<file path="config.mk">
export PLATFORM = sky130hd
export DESIGN_NAME = inst_enc_wr_flat
export DESIGN_NICKNAME = d
export VERILOG_FILES = /design/src/rtl/inst_enc_wr_if.sv /design/src/rtl/inst_enc_wr.sv /design/src/flat_wrapper.sv
export SDC_FILE = /design/constraint.sdc
export NUM_CORES = 1
export LEC_CHECK = 0
export CORE_MARGIN = 2
export CORE_UTILIZATION = 30
export DETAILED_ROUTE_END_ITERATION = 6
export PLACE_DENSITY = 0.58
export SKIP_CTS_REPAIR_TIMING = 1
export SLEW_MARGIN = 30
export SYNTH_ARGS = -nofsm -noshare
export SYNTH_HDL_FRONTEND = slang
export SYNTH_SLANG_ARGS = --single-unit
export TNS_END_PERCENT = 1
</file>
<file path="constraint.sdc">
create_clock -name clk -period 2.7 [get_ports clk]
set_input_delay 0.405 -clock clk [delete_from_list [all_inputs] [get_ports clk]]
set_output_delay 0.405 -clock clk [all_outputs]
set_load 0.1 [all_outputs]
</file>
<file path="src/rtl/inst_enc_wr_if.sv">
// inst_enc_wr_if -- field-bundle handshake and instruction-memory write bus.
//   in_valid/in_ready : bundle handshake; in_op/in_rd/in_rs1/in_rs2/in_imm fields
//   mem_wen/mem_addr/mem_wdata : write request, held until mem_ready
//   mem_ready : memory accepts the write this cycle
// master = producer of bundles and memory model; slave = the encoder.
interface inst_enc_wr_if #(parameter int ADDR_W = 8);
    logic              in_valid;
    logic              in_ready;
    logic [2:0]        in_op;
    logic [4:0]        in_rd;
    logic [4:0]        in_rs1;
    logic [4:0]        in_rs2;
    logic [31:0]       in_imm;
    logic              mem_wen;
    logic [ADDR_W-1:0] mem_addr;
    logic [31:0]       mem_wdata;
    logic              mem_ready;

    modport master (
        output in_valid, in_op, in_rd, in_rs1, in_rs2, in_imm, mem_ready,
        input  in_ready, mem_wen, mem_addr, mem_wdata
    );

    modport slave (
        input  in_valid, in_op, in_rd, in_rs1, in_rs2, in_imm, mem_ready,
        output in_ready, mem_wen, mem_addr, mem_wdata
    );
endinterface

</file>
<file path="src/rtl/inst_enc_wr.sv">
// inst_enc_wr -- RV32I subset encoder (ADDI, JALR, ADD, LUI, LW, SW) that
// writes encoded words sequentially into instruction memory from address 0.
// Ports:
//   clk, rst   : clock, asynchronous active-high reset
//   start      : synchronous restart (address, count, err cleared; pending write dropped)
//   bus        : inst_enc_wr_if.slave (bundle handshake + memory write bus)
//   count      : words committed since reset/start (ADDR_W+1 bits)
//   full       : memory filled, no further accepts until start/rst
//   err        : sticky illegal-op / immediate-range flag
//   csum       : (only with INST_ENC_WR_CSUM_EN) XOR of all committed words
// Optional feature macro: INST_ENC_WR_CSUM_EN
module inst_enc_wr #(
    parameter int ADDR_W = 8
) (
    input  logic              clk,
    input  logic              rst,
    input  logic              start,
    inst_enc_wr_if.slave      bus,
    output logic [ADDR_W:0]   count,
    output logic              full,
`ifdef INST_ENC_WR_CSUM_EN
    output logic [31:0]       csum,
`endif
    output logic              err
);
    typedef enum logic [1:0] {IDLE, WRITE, FULL} state_t;

    localparam logic [ADDR_W-1:0] ADDR_ONE = 1;
    localparam logic [ADDR_W:0]   CNT_ONE  = 1;

    state_t            state_q, state_d;
    logic [ADDR_W-1:0] addr_q, addr_d;
    logic [ADDR_W:0]   count_q, count_d;
    logic              wen_q, wen_d;
    logic [31:0]       wdata_q, wdata_d;
    logic              full_q, full_d;
    logic              err_q, err_d;
`ifdef INST_ENC_WR_CSUM_EN
    logic [31:0]       csum_q, csum_d;
`endif

    logic [31:0] enc_word;
    logic        enc_ok;
    logic        imm12_ok;

    // Encoder: enc_ok folds together op legality and the immediate range check.
    always_comb begin
        enc_word = '0;
        enc_ok   = 1'b0;
        // I/S immediates are 12-bit signed: bits 31..11 must be a pure sign extension.
        imm12_ok = (&bus.in_imm[31:11]) | ~(|bus.in_imm[31:11]);
        case (bus.in_op)
            3'd0: begin
                enc_word = {bus.in_imm[11:0], bus.in_rs1, 3'b000, bus.in_rd, 7'b0010011};
                enc_ok   = imm12_ok;
            end
            3'd1: begin
                enc_word = {bus.in_imm[11:0], bus.in_rs1, 3'b000, bus.in_rd, 7'b1100111};
                enc_ok   = imm12_ok;
            end
            3'd2: begin
                enc_word = {7'b0000000, bus.in_rs2, bus.in_rs1, 3'b000, bus.in_rd, 7'b0110011};
                enc_ok   = 1'b1;
            end
            3'd3: begin
                enc_word = {bus.in_imm[31:12], bus.in_rd, 7'b0110111};
                enc_ok   = (bus.in_imm[11:0] == 12'd0);
            end
            3'd4: begin
                enc_word = {bus.in_imm[11:0], bus.in_rs1, 3'b010, bus.in_rd, 7'b0000011};
                enc_ok   = imm12_ok;
            end
            3'd5: begin
                enc_word = {bus.in_imm[11:5], bus.in_rs2, bus.in_rs1, 3'b010,
                            bus.in_imm[4:0], 7'b0100011};
                enc_ok   = imm12_ok;
            end
            default: begin
                enc_word = '0;
                enc_ok   = 1'b0;
            end
        endcase
    end

    always_comb begin
        state_d = state_q;
        addr_d  = addr_q;
        count_d = count_q;
        wen_d   = wen_q;
        wdata_d = wdata_q;
        full_d  = full_q;
        err_d   = err_q;
`ifdef INST_ENC_WR_CSUM_EN
        csum_d  = csum_q;
`endif
        if (start) begin
            // Restart wins over everything, including an unacknowledged write.
            state_d = IDLE;
            addr_d  = '0;
            count_d = '0;
            wen_d   = 1'b0;
            wdata_d = '0;
            full_d  = 1'b0;
            err_d   = 1'b0;
`ifdef INST_ENC_WR_CSUM_EN
            csum_d  = '0;
`endif
        end else begin
            case (state_q)
                IDLE: begin
                    if (bus.in_valid) begin
                        if (enc_ok) begin
                            wdata_d = enc_word;
                            wen_d   = 1'b1;
                            state_d = WRITE;
                        end else begin
                            // Bad bundle is consumed but never written.
                            err_d = 1'b1;
                        end
                    end
                end
                WRITE: begin
                    if (bus.mem_ready) begin
                        wen_d   = 1'b0;
                        count_d = count_q + CNT_ONE;
                        addr_d  = addr_q + ADDR_ONE;   // last address wraps to 0
`ifdef INST_ENC_WR_CSUM_EN
                        csum_d  = csum_q ^ wdata_q;
`endif
                        if (addr_q == '1) begin
                            state_d = FULL;
                            full_d  = 1'b1;
                        end else begin
                            state_d = IDLE;
                        end
                    end
                end
                FULL: begin
                    // Parked until start or rst.
                end
                default: state_d = IDLE;
            endcase
        end
    end

    always_ff @(posedge clk or posedge rst) begin
        if (rst) begin
            state_q <= IDLE;
            addr_q  <= '0;
            count_q <= '0;
            wen_q   <= 1'b0;
            wdata_q <= '0;
            full_q  <= 1'b0;
            err_q   <= 1'b0;
`ifdef INST_ENC_WR_CSUM_EN
            csum_q  <= '0;
`endif
        end else begin
            state_q <= state_d;
            addr_q  <= addr_d;
            count_q <= count_d;
            wen_q   <= wen_d;
            wdata_q <= wdata_d;
            full_q  <= full_d;
            err_q   <= err_d;
`ifdef INST_ENC_WR_CSUM_EN
            csum_q  <= csum_d;
`endif
        end
    end

    assign bus.in_ready  = (state_q == IDLE) && !start;
    assign bus.mem_wen   = wen_q;
    assign bus.mem_addr  = addr_q;
    assign bus.mem_wdata = wdata_q;
    assign count         = count_q;
    assign full          = full_q;
    assign err           = err_q;
`ifdef INST_ENC_WR_CSUM_EN
    assign csum          = csum_q;
`endif
endmodule

</file>
<file path="src/flat_wrapper.sv">
// flat-port wrapper written by rule: the top's interface ports become plain ports
module inst_enc_wr_flat 
#(
    parameter int ADDR_W = 8
)
  (clk, rst, start, count, full, err, bus_in_valid, bus_in_op, bus_in_rd, bus_in_rs1, bus_in_rs2, bus_in_imm, bus_mem_ready, bus_in_ready, bus_mem_wen, bus_mem_addr, bus_mem_wdata);
  inst_enc_wr_if #(.ADDR_W(ADDR_W)) bus_i ();
  input  logic clk;
  input  logic rst;
  input  logic start;
  output logic [ADDR_W:0] count;
  output logic full;
  output logic err;
  input wire logic [$bits(bus_i.in_valid)-1:0] bus_in_valid;
  input wire logic [$bits(bus_i.in_op)-1:0] bus_in_op;
  input wire logic [$bits(bus_i.in_rd)-1:0] bus_in_rd;
  input wire logic [$bits(bus_i.in_rs1)-1:0] bus_in_rs1;
  input wire logic [$bits(bus_i.in_rs2)-1:0] bus_in_rs2;
  input wire logic [$bits(bus_i.in_imm)-1:0] bus_in_imm;
  input wire logic [$bits(bus_i.mem_ready)-1:0] bus_mem_ready;
  output wire logic [$bits(bus_i.in_ready)-1:0] bus_in_ready;
  output wire logic [$bits(bus_i.mem_wen)-1:0] bus_mem_wen;
  output wire logic [$bits(bus_i.mem_addr)-1:0] bus_mem_addr;
  output wire logic [$bits(bus_i.mem_wdata)-1:0] bus_mem_wdata;
  assign bus_i.in_valid = bus_in_valid;
  assign bus_i.in_op = bus_in_op;
  assign bus_i.in_rd = bus_in_rd;
  assign bus_i.in_rs1 = bus_in_rs1;
  assign bus_i.in_rs2 = bus_in_rs2;
  assign bus_i.in_imm = bus_in_imm;
  assign bus_i.mem_ready = bus_mem_ready;
  assign bus_in_ready = bus_i.in_ready;
  assign bus_mem_wen = bus_i.mem_wen;
  assign bus_mem_addr = bus_i.mem_addr;
  assign bus_mem_wdata = bus_i.mem_wdata;
  inst_enc_wr #(.ADDR_W(ADDR_W)) u_core (.clk(clk), .rst(rst), .start(start), .bus(bus_i), .count(count), .full(full), .err(err));
endmodule
</file>
# Word level (Yosys, flattened, before mapping)
# Cells that the tools add are included.
[totals] register_bits=54 word_cells=76 output_inout_bits=53 in_bits=55
[classes] addsub=2 n_bitwise=2 eq_ne=13 mux=31 reduce_logical=21
[ops] op="$pmux W32 S6" n=1
[ops] op="$mux W32" n=4
[ops] op="$mux W9" n=3
[ops] op="$mux W8" n=3
[ops] op="$reduce_and A21 Y1" n=1
[ops] op="$reduce_or A21 Y1" n=1
[ops] op="$logic_not A12 Y1" n=1
[ops] op="$mux W1" n=12
[ops] op="$reduce_bool A2 Y1" n=6
[ops] op="$mux W2" n=5
[ops] op="$add A9 B1 Y9 const B" n=1
[ops] op="$reduce_and A3 Y1" n=3
[ops] op="$add A8 B1 Y8 const B" n=1
[ops] op="$eq A8 B8 Y1 const B" n=1
[ops] op="$reduce_and A4 Y1" n=2
[ops] op="$eq A3 B2 Y1 const B" n=2
[ops] op="$eq A3 B3 Y1 const B" n=2
[ops] op="$ne A3 B3 Y1 const B" n=2
[ops] op="$pmux W2 S3" n=1
[ops] op="$ne A2 B2 Y1 const B" n=2
[ops] op="$reduce_or A4 Y1" n=1
[ops] op="$eq A3 B1 Y1 const B" n=1
[ops] op="$logic_not A3 Y1" n=1
[ops] op="$ne A3 B2 Y1 const B" n=1
[ops] op="11 further kinds" n=11

# Depth between registers and ports, before layout
[logic_depth] ltp_word=8 mapped_depth=6 ltp_nobuf=5

# Least setup slack after synthesis
# OpenSTA, ideal clock, no wires.
[synth_timing] kind="input port to output port" from="input port start" to="output port bus_in_ready" path_buffers=2 required_ns=2.295 cell_stages=3 t_arrival_ns=2.834 path_slack_ns=-0.539 cell_sequence="clkbuf_1 -> buf_1 -> nor3_1"
[synth_between] elab_chain_cells=2
[synth_lines] item="start, declared" line="flat_wrapper.sv:10" rtl="input logic start;"
[synth_lines] item="$logic_not A1 Y1" line="inst_enc_wr.sv:172" rtl="assign bus.in_ready = (state_q == IDLE) && !start;"
[synth_lines] item="$logic_and A1 B1 Y1" line="inst_enc_wr.sv:172"
[synth_lines] item="end, declared" line="flat_wrapper.sv:21" rtl="output wire logic [$bits(bus_i.in_ready)-1:0] bus_in_ready;"
# Every way passes these cells.

# Worst setup path after layout
[layout_timing] from="input port bus_in_op[1]" to="register u_core.wdata_q[31] (netlist: u_core.bus.mem_wdata[31])"
[layout_between] elab_chain_cells=6 elab_cells_between_ends=15 cone_classes="eq/ne (5); mux (6); reduce/logical (4)"
[layout_lines] item="start, declared" line="flat_wrapper.sv:15" rtl="input wire logic [$bits(bus_i.in_op)-1:0] bus_in_op;"
[layout_lines] item="$eq A3 B3 Y1 (tied with other cells)" line="inst_enc_wr.sv:52" rtl="case (bus.in_op)"
[layout_lines] item="$pmux W32 S6" line="inst_enc_wr.sv:52"
[layout_lines] item="$mux W32" line="inst_enc_wr.sv:112" rtl="if (enc_ok) begin"
[layout_lines] item="$mux W32" line="inst_enc_wr.sv:111" rtl="if (bus.in_valid) begin"
[layout_lines] item="$mux W32" line="inst_enc_wr.sv:109" rtl="case (state_q)"
[layout_lines] item="$mux W32" line="inst_enc_wr.sv:96" rtl="if (start) begin"
[layout_lines] item="end signal, assigned" line="inst_enc_wr.sv:163" rtl="wdata_q <= wdata_d;"
[layout_lines] item="end, declared" line="inst_enc_wr.sv:35" rtl="logic [31:0] wdata_q, wdata_d;"
# Parallel ways exist; a longest one is shown, timed or not. The select of a mux whose other input is x is not followed.
# A chain may end at the register's enable or synchronous reset.

==> impl_metrics.json <==
{
  "status": "finished, final reports clean",
  "p_seq_share_pct": 47.1,
  "num-fill-cells": 1028,
  "grt_pass1_vias": 2837,
  "drc_errors": 0,
  "p_leak_nw": 1.80,
  "die_w_um": 104,
  "power_mw": 1.71,
  "dp_cells": 563,
  "core-area_mm2": 0.00973,
  "endpoint_kind": "flop",
  "pwr-share-clk_pct": 27.6,
  "multiInputGateArea_mm2": 0.00154,
  "overflow": 0,
  "synth_area_per_cell_um2": 8.88,
  "yosys.area.top_type": "dfrtp_1",
  "die_h_um": 104,
  "syn_nets": 395,
  "setup_viol": 0,
  "final-instance-count-excl-fill": 571,
  "drive_above_1_share_pct": 19.6,
  "cts.path.max_buffers": 2,
  "start_kind": "primary input",
  "combPwrFrac_pct": 25.3,
  "netSwitchingFraction_pct": 33.7,
  "dp_hpwl_mm": 7.36,
  "power_density_mw_per_mm2": 410,
  "period_share_pct": 83.0,
  "io-pin-count": 108,
  "synthCells": 338,
  "r2r_cells": 6,
  "dieArea_mm2": 0.0108,
  "place_congestion": 0.886,
  "ys_ff_latch": 52,
  "path_max_fanout": 13,
  "root_buffer": "clkbuf_8",
  "drt_iter0_drc": 151,
  "rsz0062_at_grt": "no",
  "finalWirelength_mm": 9.57,
  "fmax_mhz": 446,
  "row_count": 36,
  "htree_num_levels": 2,
  "arrival_ns": 2.45,
  "cts_buffers": 5,
  "drv_slew": 0,
  "seqCellArea_mm2": 0.00130,
  "finClkSkew_ns": 0.00963,
  "r2r-end": "u_core.bus.mem_wdata[31]$_DFFE_PP0P_",
  "tns_ns": 0,
  "r2r_start": "u_core.state_q[1]$_DFFE_PP0P_",
  "clkSinkCount": 52,
  "antenna_found_initial": 0,
  "ir_drop_uv": 218,
  "required_ns": 2.91,
  "ant_nets": 0,
  "vias": 2934,
  "ys_seq_area_share_pct": 43.3,
  "setup_ws_ns": 0.458,
  "netlist.area_leader.share_pct": 43.3,
  "synth_edf_count": 0,
  "area_delta_synth_final_pct": 38.8,
  "dr.pass1.iters": 4,
  "clk_latency_ns": 0.31,
  "syn-cell-area_mm2": 0.00300,
  "path_clk_slew_ns": 0.10,
  "ys_warn_count": 0,
  "max_slew_margin_pct": 57.2,
  "synth_cell_types": 47,
  "fin_crit_ns": 2.24,
  "worst_pin_slew_ns": 0.642,
  "diodes": 0,
  "p_int_mw": 1.13,
  "grt.total_usage_pct": 17.6,
  "pre_cts_ws_ns": 0.133,
  "p_switching_uw": 576,
  "cap_violations": 0,
  "hold_viol": 0,
  "crit_type": "primary input to flop",
  "r2r_slack_ns": 0.67,
  "grt_pass1_wl_mm": 15.3,
  "nets": 494,
  "cts_tree": "built",
  "start_util_pct": 30.9,
  "synth_flop_cell": "dfrtp_1",
  "wl_per_cell_um": 16.8,
  "via_per_inst": 5.14,
  "synthArstFlopShare_pct": 100,
  "yosys-top-cells-area": "dfrtp_1 43%, a21oi_1 7.7%, a211oi_1 5.8%",
  "port_buffers": 106,
  "hold_path.class": "primary input to asynchronous set/reset pin",
  "grt_start_max_net_pins": 37
}
[worst max-delay path by stage]
stage                              start                                    to  cells past startpoint
after CTS                   bus_in_op[1]  u_core.bus.mem_wdata[17]$_DFFE_PP0P_                      7
after floorplan                    start                          bus_in_ready                      3
after detailed placement    bus_in_op[1]  u_core.bus.mem_wdata[17]$_DFFE_PP0P_                      7
after global routing        bus_in_op[1]  u_core.bus.mem_wdata[17]$_DFFE_PP0P_                      7
after global placement    bus_in_imm[25]  u_core.bus.mem_wdata[31]$_DFFE_PP0P_                      7
final                       bus_in_op[1]  u_core.bus.mem_wdata[31]$_DFFE_PP0P_                      7
[layer usage]
metal  GRT usage [%]  vias to the layer above  wire length [µm]
met4            5.50                        0               157
met5               0                        -                 0
li1                -                     1439                 -
met2            28.9                       88              4640
met3            3.32                        9               426
met1            23.5                     1398              4350
[final cells by class]
| type | instances | area share [%] |
|---|---|---|
| multi-input combinational | 251 | 37.0 |
| inverter | 6 | 0.540 |
| clock inverter | 3 | 0.630 |
| sequential | 52 | 31.2 |
| clock buffer | 5 | 1.65 |
| tap | 133 | 3.99 |
| timing repair buffer | 121 | 24.9 |
[power by group through the flow]
stage | Clock (mW) | Combinational (mW) | Sequential (mW)
after floorplan | 0 | 0.149 | 0.931
after global placement | 0 | 0.429 | 0.821
after detailed placement | 0 | 0.431 | 0.821
after CTS | 0.489 | 0.433 | 0.806
after global routing | 0.511 | 0.461 | 0.807
final | 0.471 | 0.433 | 0.805
[critical path: stages]
cell and delay (ns):
clkdlybuf4s50_1 0.53, nand2b_1 0.23, nor4_1 0.46, a32o_2 0.29, buf_4 0.22, nor3_1 0.07, a311oi_1 0.25
[registers in the layout, indices dropped and copies added (netlist names)]
signal	cells
u_core.err	1
u_core.bus.mem_wen	1
u_core.bus.mem_wdata	30
u_core.count	9
u_core.bus.mem_addr	8
u_core.full	1
u_core.state_q	2
[synth_stat cells (7+ instances only)]
cell and count:
xor2_1 10, nor3_1 28, mux2i_1 7, dfrtp_1 52
a21oi_1 46, nand4_1 8, a211oi_1 23, clkbuf_1 17
nor2_1 27, nand2b_1 18, nand3_1 24
[cells by family after synthesis]
| family | after synthesis | synth area share [%] |
|---|---|---|
| xor gates and xnor gates | 14 | 4.08 |
| AOI/OAI and AO/OA | 89 | 19.2 |
| DFF | 52 | 43.3 |
| and+or+nand+nor | 138 | 24.7 |
| muxes | 7 | 2.33 |
| buffers and inverters | 35 | 5.42 |
| adders and majority gates | 2 | 0.833 |
| other | 1 | 0.125 |
[layout by cell type (no fill, tap or decap), types with 2 or more instances in the layout]
| master | instances |
|---|---|
| a211oi_1 | 23 |
| a21oi_1 | 46 |
| a22oi_1 | 6 |
| and3_1 | 4 |
| and4_1 | 2 |
| buf_4 | 67 |
| clkbuf_8 | 5 |
| clkdlybuf4s50_1 | 53 |
| clkinvlp_4 | 2 |
| dfrtp_1 | 52 |
| ha_1 | 2 |
| inv_1 | 5 |
| mux2i_1 | 7 |
| nand2_1 | 6 |
| nand2b_1 | 18 |
| nand3_1 | 24 |
| nand4_1 | 8 |
| nor2_1 | 27 |
| nor2_2 | 2 |
| nor2b_1 | 2 |
| nor3_1 | 27 |
| nor4_1 | 6 |
| o211ai_1 | 4 |
| or4_1 | 2 |
| xnor2_1 | 4 |
| xor2_1 | 10 |
[per-stage QoR]
step	hold WS [ns]	area, µm²	util, %
6_report	0.399	4170	42.8
5_1_grt	0.438	4170	42.8
3_3_place_gp	0.512	4070	41.9
2_1_floorplan	0.568	3010	-
4_1_cts	0.422	4170	42.8
3_5_place_dp	0.526	4070	41.9
Note: power is estimated with default switching activity, not from simulation.
